File: config.mk
export PLATFORM = sky130hd
export DESIGN_NAME = serial_adder_flat
export DESIGN_NICKNAME = d
export VERILOG_FILES = /design/src/rtl/serial_adder_if.sv /design/src/rtl/serial_adder.sv /design/src/flat_wrapper.sv
export SDC_FILE = /design/constraint.sdc
export NUM_CORES = 1
export LEC_CHECK = 0
export CAP_MARGIN = 20
export CORE_AREA = 2 2 55 57
export DETAILED_ROUTE_END_ITERATION = 6
export DIE_AREA = 0 0 57 59
export DONT_BUFFER_PORTS = 1
export PLACE_DENSITY = 0.74
export SLEW_MARGIN = 20
export SYNTH_ARGS = -nofsm -noshare
export SYNTH_HDL_FRONTEND = slang
export SYNTH_SLANG_ARGS = --single-unit
File: constraint.sdc
create_clock -name clk -period 1.6 [get_ports clk]
set_clock_uncertainty 0.2 [all_clocks]
set_input_delay 0.32 -clock clk [delete_from_list [all_inputs] [get_ports clk]]
set_output_delay 0.32 -clock clk [all_outputs]
set_load 0.01 [all_outputs]
File: src/rtl/serial_adder_if.sv
// Operand/result bundle for the bit-serial adder: request side drives start and
// the operands, the adder returns busy/done and the registered result.
interface serial_adder_if #(
    parameter int WIDTH = 8
);
    logic             start;
    logic [WIDTH-1:0] a;
    logic [WIDTH-1:0] b;
    logic             cin;
    logic             busy;
    logic             done;
    logic [WIDTH-1:0] sum;
    logic             cout;

    modport master (
        output start, a, b, cin,
        input  busy, done, sum, cout
    );

    modport slave (
        input  start, a, b, cin,
        output busy, done, sum, cout
    );
endinterface

File: src/rtl/serial_adder.sv
// Bit-serial WIDTH-bit adder: one full_adder cell fed LSB first with a registered
// carry loop; {cout, sum} = a + b + cin appears with a one-cycle done pulse.
//
// state | meaning
// IDLE  | waiting for start; sum/cout hold the last result
// ADD   | one bit pair per edge through the full_adder, WIDTH edges total

module full_adder (
    input  logic x,
    input  logic y,
    input  logic z,
    output logic s,
    output logic c
);
    assign s = x ^ y ^ z;
    assign c = (x & y) | (z & (x ^ y));
endmodule

module serial_adder #(
    parameter int WIDTH = 8
) (
    input  logic           clk,
    input  logic           rst,
    serial_adder_if.slave  bus
);
    localparam int CW = $clog2(WIDTH + 1);

    typedef enum logic {IDLE, ADD} state_t;

    state_t           state, state_next;
    logic [WIDTH-1:0] a_sh, b_sh, sum_sh, sum_q;
    logic             carry_q, cout_q, done_q;
    logic [CW-1:0]    cnt;
    logic             load, step, last;
    logic             fa_s, fa_c;

    full_adder u_fa (
        .x (a_sh[0]),
        .y (b_sh[0]),
        .z (carry_q),
        .s (fa_s),
        .c (fa_c)
    );

    always_comb begin
        state_next = state;
        load       = 1'b0;
        step       = 1'b0;
        last       = 1'b0;
        case (state)
            IDLE: begin
                if (bus.start) begin
                    load       = 1'b1;
                    state_next = ADD;
                end
            end
            ADD: begin
                step = 1'b1;
                if (cnt == CW'(WIDTH - 1)) begin
                    last       = 1'b1;
                    state_next = IDLE;
                end
            end
            default: state_next = IDLE;
        endcase
    end

    always_ff @(posedge clk) begin
        if (rst) state <= IDLE;
        else     state <= state_next;
    end

    always_ff @(posedge clk) begin
        if (rst) begin
            a_sh    <= '0;
            b_sh    <= '0;
            sum_sh  <= '0;
            carry_q <= 1'b0;
            cnt     <= '0;
            sum_q   <= '0;
            cout_q  <= 1'b0;
            done_q  <= 1'b0;
        end else begin
            done_q <= last;
            if (load) begin
                a_sh    <= bus.a;
                b_sh    <= bus.b;
                sum_sh  <= '0;
                carry_q <= bus.cin;
                cnt     <= '0;
            end else if (step) begin
                a_sh    <= a_sh >> 1;
                b_sh    <= b_sh >> 1;
                sum_sh  <= {fa_s, sum_sh[WIDTH-1:1]};
                carry_q <= fa_c;
                cnt     <= cnt + CW'(1);
                // The final bit lands straight in the result register, so sum
                // is complete on the same edge that raises done.
                if (last) begin
                    sum_q  <= {fa_s, sum_sh[WIDTH-1:1]};
                    cout_q <= fa_c;
                end
            end
        end
    end

    assign bus.busy = (state == ADD);
    assign bus.done = done_q;
    assign bus.sum  = sum_q;
    assign bus.cout = cout_q;
endmodule

File: src/flat_wrapper.sv
// flat-port wrapper written by rule: the top's interface ports become plain ports
module serial_adder_flat 
#(
    parameter int WIDTH = 8
)
  (clk, rst, bus_start, bus_a, bus_b, bus_cin, bus_busy, bus_done, bus_sum, bus_cout);
  serial_adder_if #(.WIDTH(WIDTH)) bus_i ();
  input  logic clk;
  input  logic rst;
  input wire logic [$bits(bus_i.start)-1:0] bus_start;
  input wire logic [$bits(bus_i.a)-1:0] bus_a;
  input wire logic [$bits(bus_i.b)-1:0] bus_b;
  input wire logic [$bits(bus_i.cin)-1:0] bus_cin;
  output wire logic [$bits(bus_i.busy)-1:0] bus_busy;
  output wire logic [$bits(bus_i.done)-1:0] bus_done;
  output wire logic [$bits(bus_i.sum)-1:0] bus_sum;
  output wire logic [$bits(bus_i.cout)-1:0] bus_cout;
  assign bus_i.start = bus_start;
  assign bus_i.a = bus_a;
  assign bus_i.b = bus_b;
  assign bus_i.cin = bus_cin;
  assign bus_busy = bus_i.busy;
  assign bus_done = bus_i.done;
  assign bus_sum = bus_i.sum;
  assign bus_cout = bus_i.cout;
  serial_adder #(.WIDTH(WIDTH)) u_core (.clk(clk), .rst(rst), .bus(bus_i));
endmodule
### After elaboration in Yosys (flattened, before gate mapping)

Index checks and enable logic that the tools add are counted.

* register bits after elaboration: 40
* input port bits: 20
* output and inout port bits: 11
* logic and storage cells: 34

* reduce and logical (&&, ||, !) cells: 3
* eq/ne operators: 1
* mux-type cells: 13
* add/sub/neg operators: 1
* bitwise gates (word level): 7

Operator list (number)
* 8-bit two-way mux: 4
* 1-bit two-way mux: 8
* 4-bit by 1-bit adder with 4-bit output (second input constant): 1
* 4-bit by 3-bit == test with 1-bit output (second input constant): 1
* 3-bit AND reduction: 1
* 1-bit bitwise AND: 2
* 1-bit inverter: 2
* 1-bit case mux with 2 select lines: 1
* 2-bit nonzero test: 1
* 2-bit OR reduction: 1
* 1-bit bitwise XOR: 2
* 1-bit OR: 1

### Longest topological paths before layout

Gate-level depths: netlist of the first run.

* word-level depth: 5
* gate-level depth with buffers: 5
* gate-level depth less buffers: 4

### By module

Synthesis of the first run repeated with hierarchy kept, for this count alone.

* cells, all modules: 175
* area total of the unflattened synthesis: 1602.8 µm²

By module, submodules not included
* serial_adder: instances 1, cells an instance 174, area each 1582.8 µm², seq. area each 780.7 µm²
* full_adder: instances 1, cells an instance 1, area each 20.0 µm², seq. area each 0.0 µm²

### Least setup slack after synthesis of the first run

No wires, ideal clock.

* path type: in2reg
* start: input bus_start
* end: register u_core.a_sh[0]
* setup time: 0.132 ns
* arrival: 0.991 ns
* data required time: 1.268 ns
* cell stages on the path: 5
* path buffers: 2
* setup slack: 0.277 ns
* cells stage by stage: buf_6 > buf_12 > mux2_2 > nand2_1 > a21oi_1

* longest elaborated chain between the ends: 3
* elaborated cells between the ends (all ways): 4
* those cells by class: mux: 3; reduce/logical: 1

RTL lines
* start: declaration: RTL line flat_wrapper.sv:10 `input wire logic [$bits(bus_i.start)-1:0] bus_start;`
* 1-bit two-way mux (*): RTL line serial_adder.sv:52 `if (bus.start) begin`
* 1-bit two-way mux (*): RTL line serial_adder.sv:50 `case (state)`
* 8-bit two-way mux / 2-bit nonzero test (equally long branches)
* end signal: assignment: RTL line serial_adder.sv:86 `a_sh <= bus.a;`
* end signal: assignment: RTL line serial_adder.sv:92 `a_sh <= a_sh >> 1;`
* end: declaration: RTL line serial_adder.sv:31 `logic [WIDTH-1:0] a_sh, b_sh, sum_sh, sum_q;`

Mark *: on every way between the ends. The rest lies on a longest branch, timed or not.
A chain may end at the register's enable or synchronous reset.

### Final worst setup path of the first run

* start: register u_core.state (netlist: u_core.bus.busy)
* end: output bus_busy

RTL lines
* start: declaration: RTL line serial_adder.sv:30 `state_t state, state_next;`
* start signal: assignment: RTL line serial_adder.sv:70 `else state <= state_next;`
* end: declaration: RTL line flat_wrapper.sv:14 `output wire logic [$bits(bus_i.busy)-1:0] bus_busy;`

No word-level cell between the ends.

==> metrics.md, run 1 <==
| Metric | Value |
|---|---|
| Fillers | between 200 and 250 |
| Number of buffers and inverters on the critical path | 1 |
| Worst-margin pin slew | about 0.34 ns |
| Clock slew seen by the registers of the worst setup and hold paths | approximately 0.12 ns |
| Number of clock buffers inserted by TritonCTS | 5 |
| Fraction of final layout cells sized beyond drive strength 1 | between 10% and 20% |
| Reported max-cap violation count | 0 |
| Num rows | 19 |
| Total die area | around 3400 sq um |
| Crit Path Class | flop to output port |
| Worst setup slack before clock tree synthesis | 0.0927 ns |
| Non-Filler Instances | roughly 210 |
| Routed Antenna Nets | 0 |
| Initial core utilization | between 50% and 60% |
| Area used by sequential logic in the layout | between 700 and 800 sq um |
| Layout Area Growth over Synthesis | 7.34% |
| Wire length after detailed routing | about 2900 um |
| Setup WS post-layout | 0.0642 ns |
| Critical Path Start Type | flop |
| Unrepaired setup endpoints after global routing | false |
| Root buffer cell | sky130_fd_sc_hd__clkbuf_4 |
| TritonCTS Sinks | 39 |
| Cells after synthesis | about 180 |
| Post-detailed-route via-to-cell ratio | ~5.3 |
| Maximum single-stage delay on the critical path | a little over 0.4 ns |
| Number of cells in the design after placement | between 150 and 200 |
| Post-route minimum period | 1.54 ns |
| Clock tree from TritonCTS | yes |
| Largest net degree at the start of global routing | 30 |
| Number of buffers between clock root and the deepest sink | 2 |
| Chip Height | ~59 um |
| Post-route DRC violation count | 0 |
| Starting DRC count in detailed routing | 24 |
| Vias in the first global route | between 1000 and 1500 |
| Status | finished with violations |
| CP Data Arrival Time | 1.02 ns |
| Headroom to the max-slew limit | roughly 78% |
| Via count | ~1100 |
| Class of the most critical hold timing path | input pin to flop |
| Library cell contributing the largest single delay on the critical path | sky130_fd_sc_hd__dfxtp_4 |
| Worst EP required | 1.08 ns |
| Tot Pwr | 1.96 mW |
| Crit-path leading delay family | flip-flops |
| NumNets Final | between 150 and 200 |
| Endpoints failing hold | 26 |
| Worst hold path stage count | 1 |
| Total congestion overflow after global routing | 0 |
| Total number of cells along the worst setup path | 1 |
| Summed negative setup slack over all endpoints | 0 ns |
| CTS H-Tree Depth | 2 |
| Post-Synthesis Mean Instance Area | slightly above 9 sq um |
| Reported leakage power | 0.670 nW |
| Placeable core region | 2710 sq um |
| Number of top-level pins | 31 |
| Post-synthesis cell type count | 22 |
| Number of port buffers | 0 |
| Flip-flop and latch count after synthesis | 39 |
| Cells along the critical path | buf_4 |
| Per-cell routed wire length | 13.8 um |
| Global-route wire length before repair | 4820 um |
| Most instantiated flip-flop cell in the synthesis netlist | sky130_fd_sc_hd__dfxtp_1 |
| Post-synth ARST share | 0% |
| Number of antenna violations at the first check in global routing | 0 |
| Kind of end point of the critical path | output port |
| Maximum VDD drop | about 750 uV |
| Register area share after synthesis | around half |
| Combined area of the multi-input logic cells | between 700 and 800 sq um |
| Most frequent cells in the layout | sky130_fd_sc_hd__nand2_1, sky130_fd_sc_hd__dfxtp_1, sky130_fd_sc_hd__a21oi_1 |
| Width of the chip | about 57 um |
| Synthesized netlist net count | between 150 and 200 |
| Crit path max fanout | 15 |
| Minimum hold slack | -0.178 ns |
| Routability Congestion | between 0.7 and 0.8 |
| Total global routing track utilization | between 15 and 20% |
| EDFF count, synth | 0 |
| Diode insertion count for antenna repair | 0 |
| Post-CTS Hold Fix Bufs | 2 |
| Setup violations, final | 0 |
| Number of warnings reported in the yosys synthesis log | 0 |
| R2r worst-path depth | 3 |
| Power density over the cells | between 1000 and 1500 nW/um^2 |
| Post CTS Setup Buffer Count | 0 |
| Clock latency of the later-clocked register in the worst-skew pair | ~0.35 ns |
| Violated checks | hold timing |
| Syn Std Cell Area | approximately 1600 sq um |
| Detailed Place HPWL | 2000 um |
| Maximum clock rate | between 600 and 700 MHz |
| Initial DRT Pass Iterations | 4 |
| Leading cell type in the layout, fill and taps excluded | sky130_fd_sc_hd__nand2_1 |
| Count of final max-slew check failures | 0 |
| Period Utilization, post-route | 96.0% |
-- cells by family (layout without fill, tap and decap cells) --
| group | Yosys count | after routing | share of synthesized area (%) |
|---|---|---|---|
| AOI/OAI and AO/OA | 25 | 25 | 7.96 |
| adders and majority gates | 2 | 2 | 2.03 |
| buffers and inverters | 13 | 15 | 5.85 |
| and+or+nand+nor | 68 | 68 | 17.0 |
| xor gates and xnor gates | 3 | 3 | 1.64 |
| DFF | 39 | 39 | 48.7 |
| muxes | 25 | 25 | 16.8 |
-- layout make-up --
type	count	share of cell area [%]
well taps	31	2.25
clock buffers	6	2.40
flip-flops and latches	39	45.6
inverters	1	0.218
multi-input cells	123	43.0
repair buffers	6	3.05
clock inverters	2	3.49
-- timing repair --
item | in CTS | in global routing
gates cloned | 0 | 0
setup endpoints to repair | 1 | 9
resized for setup | 1 | 5
hold endpoints to repair | 28 | 26
-- layer usage --
layer	up-vias	part of all wire [%]	GRT usage [%]
li1	576	-	-
met3	5	5.8	7.86
met1	508	42	21.6
met2	22	50	32.5
met4	0	1.7	7.97
met5	-	0	0
-- worst paths after layout --
| path | from | to | slack (ns) |
|---|---|---|---|
| max reg2reg | u_core.bus.busy | u_core.a_sh[7] | 0.07 |
| min reg2reg | u_core.b_sh[5] | u_core.b_sh[4] | 0.26 |
| max | u_core.bus.busy | bus_busy | 0.06 |
| min | rst | u_core.carry_q | -0.18 |
-- state kept, by name (all words and copies together) (netlist names) --
register	count
u_core.b_sh	8
u_core.a_sh	8
u_core.bus.cout	1
u_core.bus.sum	8
u_core.carry_q	1
u_core.bus.done	1
u_core.cnt	4
u_core.sum_sh	7
u_core.bus.busy	1
-- cell usage after synthesis (all sizes together) (2+ instances only) --
master,instances,area (sq um)
mux2,15,169
nand2,49,184
dfxtp,39,781
a21oi,24,120
buf,11,86.3
xor2,2,17.5
mux2i,10,100
nor3,3,15.0
nor2,13,48.8
-- per-stage QoR --
step           utilization (%)  instance area [sq um]
4_1_cts                   62.9                   1700
5_1_grt                   63.5                   1720
3_5_place_dp              58.4                   1580
3_3_place_gp              58.4                   1580
2_1_floorplan                -                   1600
6_report                  63.5                   1720
-- power breakdown --
| part | total (mW) | internal (mW) | switching, mW |
|---|---|---|---|
| Clock | 0.804 | 0.488 | 0.316 |
| Sequential | 1.02 | 1.00 | 0.0214 |
| Combinational | 0.137 | 0.0738 | 0.0628 |
Note: power is estimated with default switching activity, not from simulation.
==> run 2, diff against run 1 <==
--- a/config.mk
+++ b/config.mk
@@ -5,12 +5,12 @@
 export SDC_FILE = /design/constraint.sdc
 export NUM_CORES = 1
 export LEC_CHECK = 0
+export BUFFER_PORTS_ARGS = -buffer_cell sky130_fd_sc_hd__buf_4
 export CAP_MARGIN = 20
-export CORE_AREA = 2 2 55 57
+export CORE_AREA = 2 2 58 60
 export DETAILED_ROUTE_END_ITERATION = 6
-export DIE_AREA = 0 0 57 59
-export DONT_BUFFER_PORTS = 1
-export PLACE_DENSITY = 0.74
+export DIE_AREA = 0 0 60 62
+export PLACE_DENSITY = 0.76
 export SLEW_MARGIN = 20
 export SYNTH_ARGS = -nofsm -noshare
 export SYNTH_HDL_FRONTEND = slang
==> run 2 against run 1 <==
The run now ends clean. Final area increased by 11%. Power fell by 9.4%. Register-to-register slack improved by 0.10 ns. Clock power is 30% lower. Global-route usage is 1.3 points lower. Wire length rose by 6.2%. Largest cell class unchanged. Sequential cell count stayed put. Hold slack better by 0.27 ns. Cell count grew 22%. Die area up 11%. Sequential share of layout area down 4.7 points.
==> metrics.md, run 2 (synthesis gave the netlist of run 1 again) <==
| Metric | Value |
|---|---|
| Chip Height | 62 um |
| Library cell contributing the largest single delay on the critical path | sky130_fd_sc_hd__dfxtp_2 |
| Post-detailed-route via-to-cell ratio | between 4 and 5 |
| Setup violations, final | 0 |
| Wire length after detailed routing | roughly 3000 um |
| Crit path max fanout | 6 |
| Clock tree from TritonCTS | yes |
| Reported leakage power | between 0.7 and 0.8 nW |
| TritonCTS Sinks | 39 |
| Diode insertion count for antenna repair | 0 |
| Number of buffers between clock root and the deepest sink | 2 |
| Class of the most critical hold timing path | input pin to flop |
| Number of top-level pins | 31 |
| Clock network fraction of design power | a little under a third |
| Layout Area Growth over Synthesis | 19.3% |
| Area used by sequential logic in the layout | roughly 780 sq um |
| Most common cell type on the critical path | sky130_fd_sc_hd__buf_4 |
| Reported max-cap violation count | 0 |
| Final core occ | between 60% and 70% |
| Maximum single-stage delay on the critical path | between 0.3 and 0.4 ns |
| Power density over the cells | roughly 930 nW/um^2 |
| Vias in the first global route | roughly 1100 |
| Global-route wire length before repair | ~4800 um |
| Num rows | 21 |
| Endpoints failing hold | 0 |
| Kind of end point of the critical path | output port |
| Critical Path Start Type | flop |
| Clock latency of the later-clocked register in the worst-skew pair | 0.34 ns |
| R2r worst-path depth | 4 |
| Post-route DRC violation count | 0 |
| Critical R2R Launch | u_core.cnt[0] |
| Cells along the critical path | buf_4 > buf_4 |
| Largest net degree at the start of global routing | 29 |
| Worst hold path stage count | 3 |
| Total global routing track utilization | between 15 and 20% |
| Origin of the worst min-delay path | bus_b[7] |
| Crit Path Class | flop to output port |
| Number of cells in the design after placement | between 200 and 250 |
| Met3 routed wirelength | 152 um |
| Non-Filler Instances | around 250 |
| Tot Pwr | approximately 1.8 mW |
| Minimum hold slack | 0.0935 ns |
| Via count | between 1000 and 1500 |
| Routability Congestion | 0.711 |
| Post-route minimum period | 1.50 ns |
| Number of antenna violations at the first check in global routing | 0 |
| Routed met2 length | 1490 um |
| NumNets Final | between 200 and 250 |
| Net switching fraction of the power | between 20% and 30% |
| R2R setup slack | between 0.15 and 0.2 ns |
| Fraction of final layout cells sized beyond drive strength 1 | around 29% |
| Part of the total power dissipated in combinational logic | between 10% and 20% |
| Top sig layer | met4 |
| Root buffer cell | sky130_fd_sc_hd__clkbuf_4 |
| Width of the chip | around 60 um |
| Summed negative setup slack over all endpoints | 0 ns |
| Leading cell type in the layout, fill and taps excluded | sky130_fd_sc_hd__nand2_1 |
| Most frequent cells in the layout | sky130_fd_sc_hd__nand2_1, sky130_fd_sc_hd__dfxtp_1, sky130_fd_sc_hd__buf_4 |
| Routed Antenna Nets | 0 |
| Post CTS Setup Buffer Count | 0 |
| Initial DRT Pass Iterations | 4 |
| Clock slew seen by the registers of the worst setup and hold paths | between 0.1 and 0.15 ns |
| Total congestion overflow after global routing | 0 |
| Period Utilization, post-route | between 90% and 100% |
| Unrepaired setup endpoints after global routing | false |
| Placeable core region | ~3200 sq um |
| Internal cell power | roughly 1.4 mW |
| Headroom to the max-slew limit | roughly 77% |
| Number of port buffers | 30 |
| CP Data Arrival Time | 0.98 ns |
| Worst EP required | between 1 and 1.5 ns |
| Detailed Place HPWL | ~2100 um |
| Maximum clock rate | 665 MHz |
| Count of final max-slew check failures | 0 |
| Sequential power share | between 50% and 60% |
| Status | complete, no violations |
| Combined area of the multi-input logic cells | 729 sq um |
| Timing startpoint of the critical path | u_core.bus.busy |
| Number of clock buffers inserted by TritonCTS | 5 |
| Maximum VDD drop | a little over 500 uV |
| Per-cell routed wire length | ~12 um |
| Worst-margin pin slew | about 0.35 ns |
| Initial core utilization | between 50 and 60% |
| Total die area | approximately 3700 sq um |
| Starting DRC count in detailed routing | 22 |
| CTS H-Tree Depth | 2 |
| M1 wire length | around 1400 um |
| Fillers | 283 |
| Sw power | ~0.41 mW |
run 2: cell types whose count changed in the layout (fill, tap and decap cells not counted):
cell                             previous run  this run
sky130_fd_sc_hd__buf_4                      4        36
sky130_fd_sc_hd__bufinv_16                  2         0
sky130_fd_sc_hd__clkbuf_8                   0         2
sky130_fd_sc_hd__dfxtp_2                    0         1
sky130_fd_sc_hd__dfxtp_4                    1         0
sky130_fd_sc_hd__dlygate4sd3_1              1         0
sky130_fd_sc_hd__dlymetal6s4s_1             1         0
sky130_fd_sc_hd__nor3_1                     1         3
sky130_fd_sc_hd__nor3_2                     2         0
run 2: worst max-delay path: cells and delay by family (launching register included):
kind | cells | cell delay, ns
flip-flops | 1 | 0.35
buffers and inverters | 2 | 0.30
run 2: power groups by stage:
stage	Clock (mW)	Combinational (mW)	Sequential (mW)
global placement	0	0.187	1.04
finish	0.564	0.194	1.02
CTS	0.581	0.195	1.02
global route	0.627	0.214	1.03
floorplan	0	0.143	1.04
detailed placement	0	0.194	1.04
run 2: routing by layer:
layer,global-route usage [%],up-vias
li1,-,638
met1,20.1,576
met2,32.0,24
met3,5.59,6
met4,6.67,0
met5,0,-
run 2: per-stage QoR:
step                setup slack [ns]  instance area (sq um)
CTS                           0.0143                   1910
floorplan                      0.277                   1600
global placement               0.164                   1840
global route                  0.0387                   1910
detailed placement            0.0981                   1840
finish                        0.0953                   1910
run 2: cell type report:
type / instances / area share [%]
sequential: 39 / 40.9
timing repair buffer: 36 / 14.1
multi-input combinational: 123 / 38.2
tap: 46 / 3.01
inverter: 1 / 0.196
clock buffer: 8 / 3.60
run 2: repair_timing:
| item | in CTS | in global routing |
|---|---|---|
| endpoints found under the setup margin | 0 | 10 |
| resized for setup | 0 | 2 |
| hold buffers | 0 | 0 |
run 2: path summary, 6_finish.rpt:
path / to
worst min-delay path: u_core.b_sh[7]
worst max-delay path: bus_busy
worst max register to register: u_core.bus.sum[3]
worst min register to register: u_core.b_sh[0]
==> run 3, diff against run 2 <==
==> constraint.sdc (replaced) <==
create_clock -name clk -period 1.64 [get_ports clk]
set_clock_uncertainty 0.2 [all_clocks]
set_input_delay 0.328 -clock clk [delete_from_list [all_inputs] [get_ports clk]]
set_output_delay 0.328 -clock clk [all_outputs]
set_load 0.01 [all_outputs]
==> run 3 against run 2 <==
Critical path depth unchanged. Sequential power about the same. Non-clock buffer count increased by 1. Via count increased by 1.3%. Largest power group unchanged.
==> metrics.md, run 3 (synthesis gave the netlist of run 1 again) <==
| Metric | Value |
|---|---|
| Status | complete, no violations |
| Leading cell type in the layout, fill and taps excluded | sky130_fd_sc_hd__nand2_1 |
| Initial core utilization | 50.4% |
| Initial DRT Pass Iterations | 4 |
| Post-detailed-route via-to-cell ratio | about 5.0 |
| CP Data Arrival Time | 1.00 ns |
| Global-route wire length before repair | roughly 4700 um |
| Net switching fraction of the power | 25.0% |
| Total die area | ~3700 sq um |
| Endpoints failing hold | 0 |
| Sequential power share | 60.0% |
| Root buffer cell | sky130_fd_sc_hd__clkbuf_4 |
| Internal cell power | around 1.2 mW |
| Clock network fraction of design power | around 29% |
| Reported leakage power | a little under 0.8 nW |
| Routed Antenna Nets | 0 |
| Clock slew seen by the registers of the worst setup and hold paths | around 0.11 ns |
| Total congestion overflow after global routing | 0 |
| Setup violations, final | 0 |
| Maximum clock rate | roughly 650 MHz |
| Number of top-level pins | 31 |
| Fraction of final layout cells sized beyond drive strength 1 | between 20% and 30% |
| Vias in the first global route | ~1100 |
| Part of the total power dissipated in combinational logic | between 10% and 20% |
| Number of port buffers | 30 |
| Wire length after detailed routing | between 3000 and 4000 um |
| Number of buffers between clock root and the deepest sink | 2 |
| Via count | around 1300 |
| Summed negative setup slack over all endpoints | 0 ns |
| Routability Congestion | 0.773 |
| Critical R2R Launch | u_core.cnt[0] |
| Crit path max fanout | 6 |
| Origin of the worst min-delay path | bus_a[7] |
| Per-cell routed wire length | 11.9 um |
| Power density over the cells | a little under 900 nW/um^2 |
| Diode insertion count for antenna repair | 0 |
| Critical Path Start Type | flop |
| Unrepaired setup endpoints after global routing | false |
| Worst EP required | 1.11 ns |
| Chip Height | 62 um |
| Maximum VDD drop | ~560 uV |
| Crit Path Class | flop to output port |
| Fillers | roughly 290 |
| Worst-margin pin slew | ~0.32 ns |
| Tot Pwr | 1.66 mW |
| Detailed Place HPWL | about 2200 um |
| Total global routing track utilization | 17.5% |
| Period Utilization, post-route | 93.2% |
| Post-route DRC violation count | 0 |
| Number of antenna violations at the first check in global routing | 0 |
| Total non-filler cell area in the finished layout | roughly 1900 sq um |
| Post-route minimum period | approximately 1.5 ns |
| Clock tree from TritonCTS | yes |
| Number of clock buffers inserted by TritonCTS | 5 |
| Width of the chip | 60 um |
| Class of the most critical hold timing path | input pin to flop |
| Sw power | 0.415 mW |
| Starting DRC count in detailed routing | 33 |
| NumNets Final | ~230 |
| CTS H-Tree Depth | 2 |
| Kind of end point of the critical path | output port |
| Non-Filler Instances | roughly 250 |
| Most frequent cells in the layout | sky130_fd_sc_hd__nand2_1, sky130_fd_sc_hd__dfxtp_1, sky130_fd_sc_hd__buf_4 |
| Headroom to the max-slew limit | around 78% |
| Clock latency of the later-clocked register in the worst-skew pair | 0.35 ns |
| Layout Area Growth over Synthesis | 18.8% |
| Timing startpoint of the critical path | u_core.bus.busy |
| Count of final max-slew check failures | 0 |
| Num rows | 21 |
| Number of cells in the design after placement | approximately 250 |
| Largest net degree at the start of global routing | 29 |
| TritonCTS Sinks | 39 |
| Area post-placement | 1840 sq um |
| Reported max-cap violation count | 0 |
| Placeable core region | between 3000 and 4000 sq um |
## run 3: cell types whose count changed in the layout (fill, tap and decap cells not counted), sizes merged
cell,change
buf,+1
clkbuf,-2
clkinv,+1
clkinvlp,+1
## run 3: worst max-delay path: stages (launching register included)
cell                      delay, ns
sky130_fd_sc_hd__dfxtp_2       0.36
sky130_fd_sc_hd__buf_4         0.16
sky130_fd_sc_hd__buf_4         0.14
## run 3: path summary, 6_finish.rpt
| check | end | slack (ns) | cells after the start |
|---|---|---|---|
| worst max-delay path | bus_busy | 0.11 | 2 |
| worst min-delay path | u_core.a_sh[7] | 0.06 | 3 |
| worst max register to register | u_core.bus.cout | 0.20 | 4 |
| worst min register to register | u_core.b_sh[4] | 0.26 | 2 |
## run 3: layout make-up
| type | instances | area (sq um) | area share (%) |
|---|---|---|---|
| clock inverter | 2 | 12.5 | 0.657 |
| clock buffer | 6 | 41.3 | 2.17 |
| sequential | 39 | 782 | 41.1 |
| tap | 46 | 57.6 | 3.02 |
| timing repair buffer | 37 | 278 | 14.6 |
| multi-input combinational | 123 | 729 | 38.3 |
| inverter | 1 | 3.75 | 0.197 |
## run 3: power by group through the flow
stage / combinational (mW) / sequential, mW / clock, mW
after floorplan: 0.139 / 1.01 / 0
after global placement: 0.185 / 1.02 / 0
after detailed placement: 0.191 / 1.02 / 0
after CTS: 0.192 / 0.997 / 0.495
after global routing: 0.208 / 1.00 / 0.529
final: 0.189 / 0.997 / 0.476
## run 3: stage by stage
step | setup WS (ns) | util [%] | hold WS (ns)
after floorplan | 0.309 | - | 0.229
after global placement | 0.176 | 57.9 | 0.237
after detailed placement | 0.0967 | 57.9 | 0.247
after CTS | 0.0216 | 59.6 | 0.0572
after global routing | 0.0508 | 59.9 | 0.0608
final | 0.111 | 59.9 | 0.0593
## run 3: timing repair
item                                    CTS  global route
resized for setup                         0             2
setup buffers                             0             1
endpoints found under the setup margin    0             8
hold buffers                              0             0
## run 3: per-layer routing
layer,global-route usage (%),share of wire (%)
met1,20.7,43
met2,28.3,49
met3,4.55,4.9
met4,11.4,2.9
met5,0,0
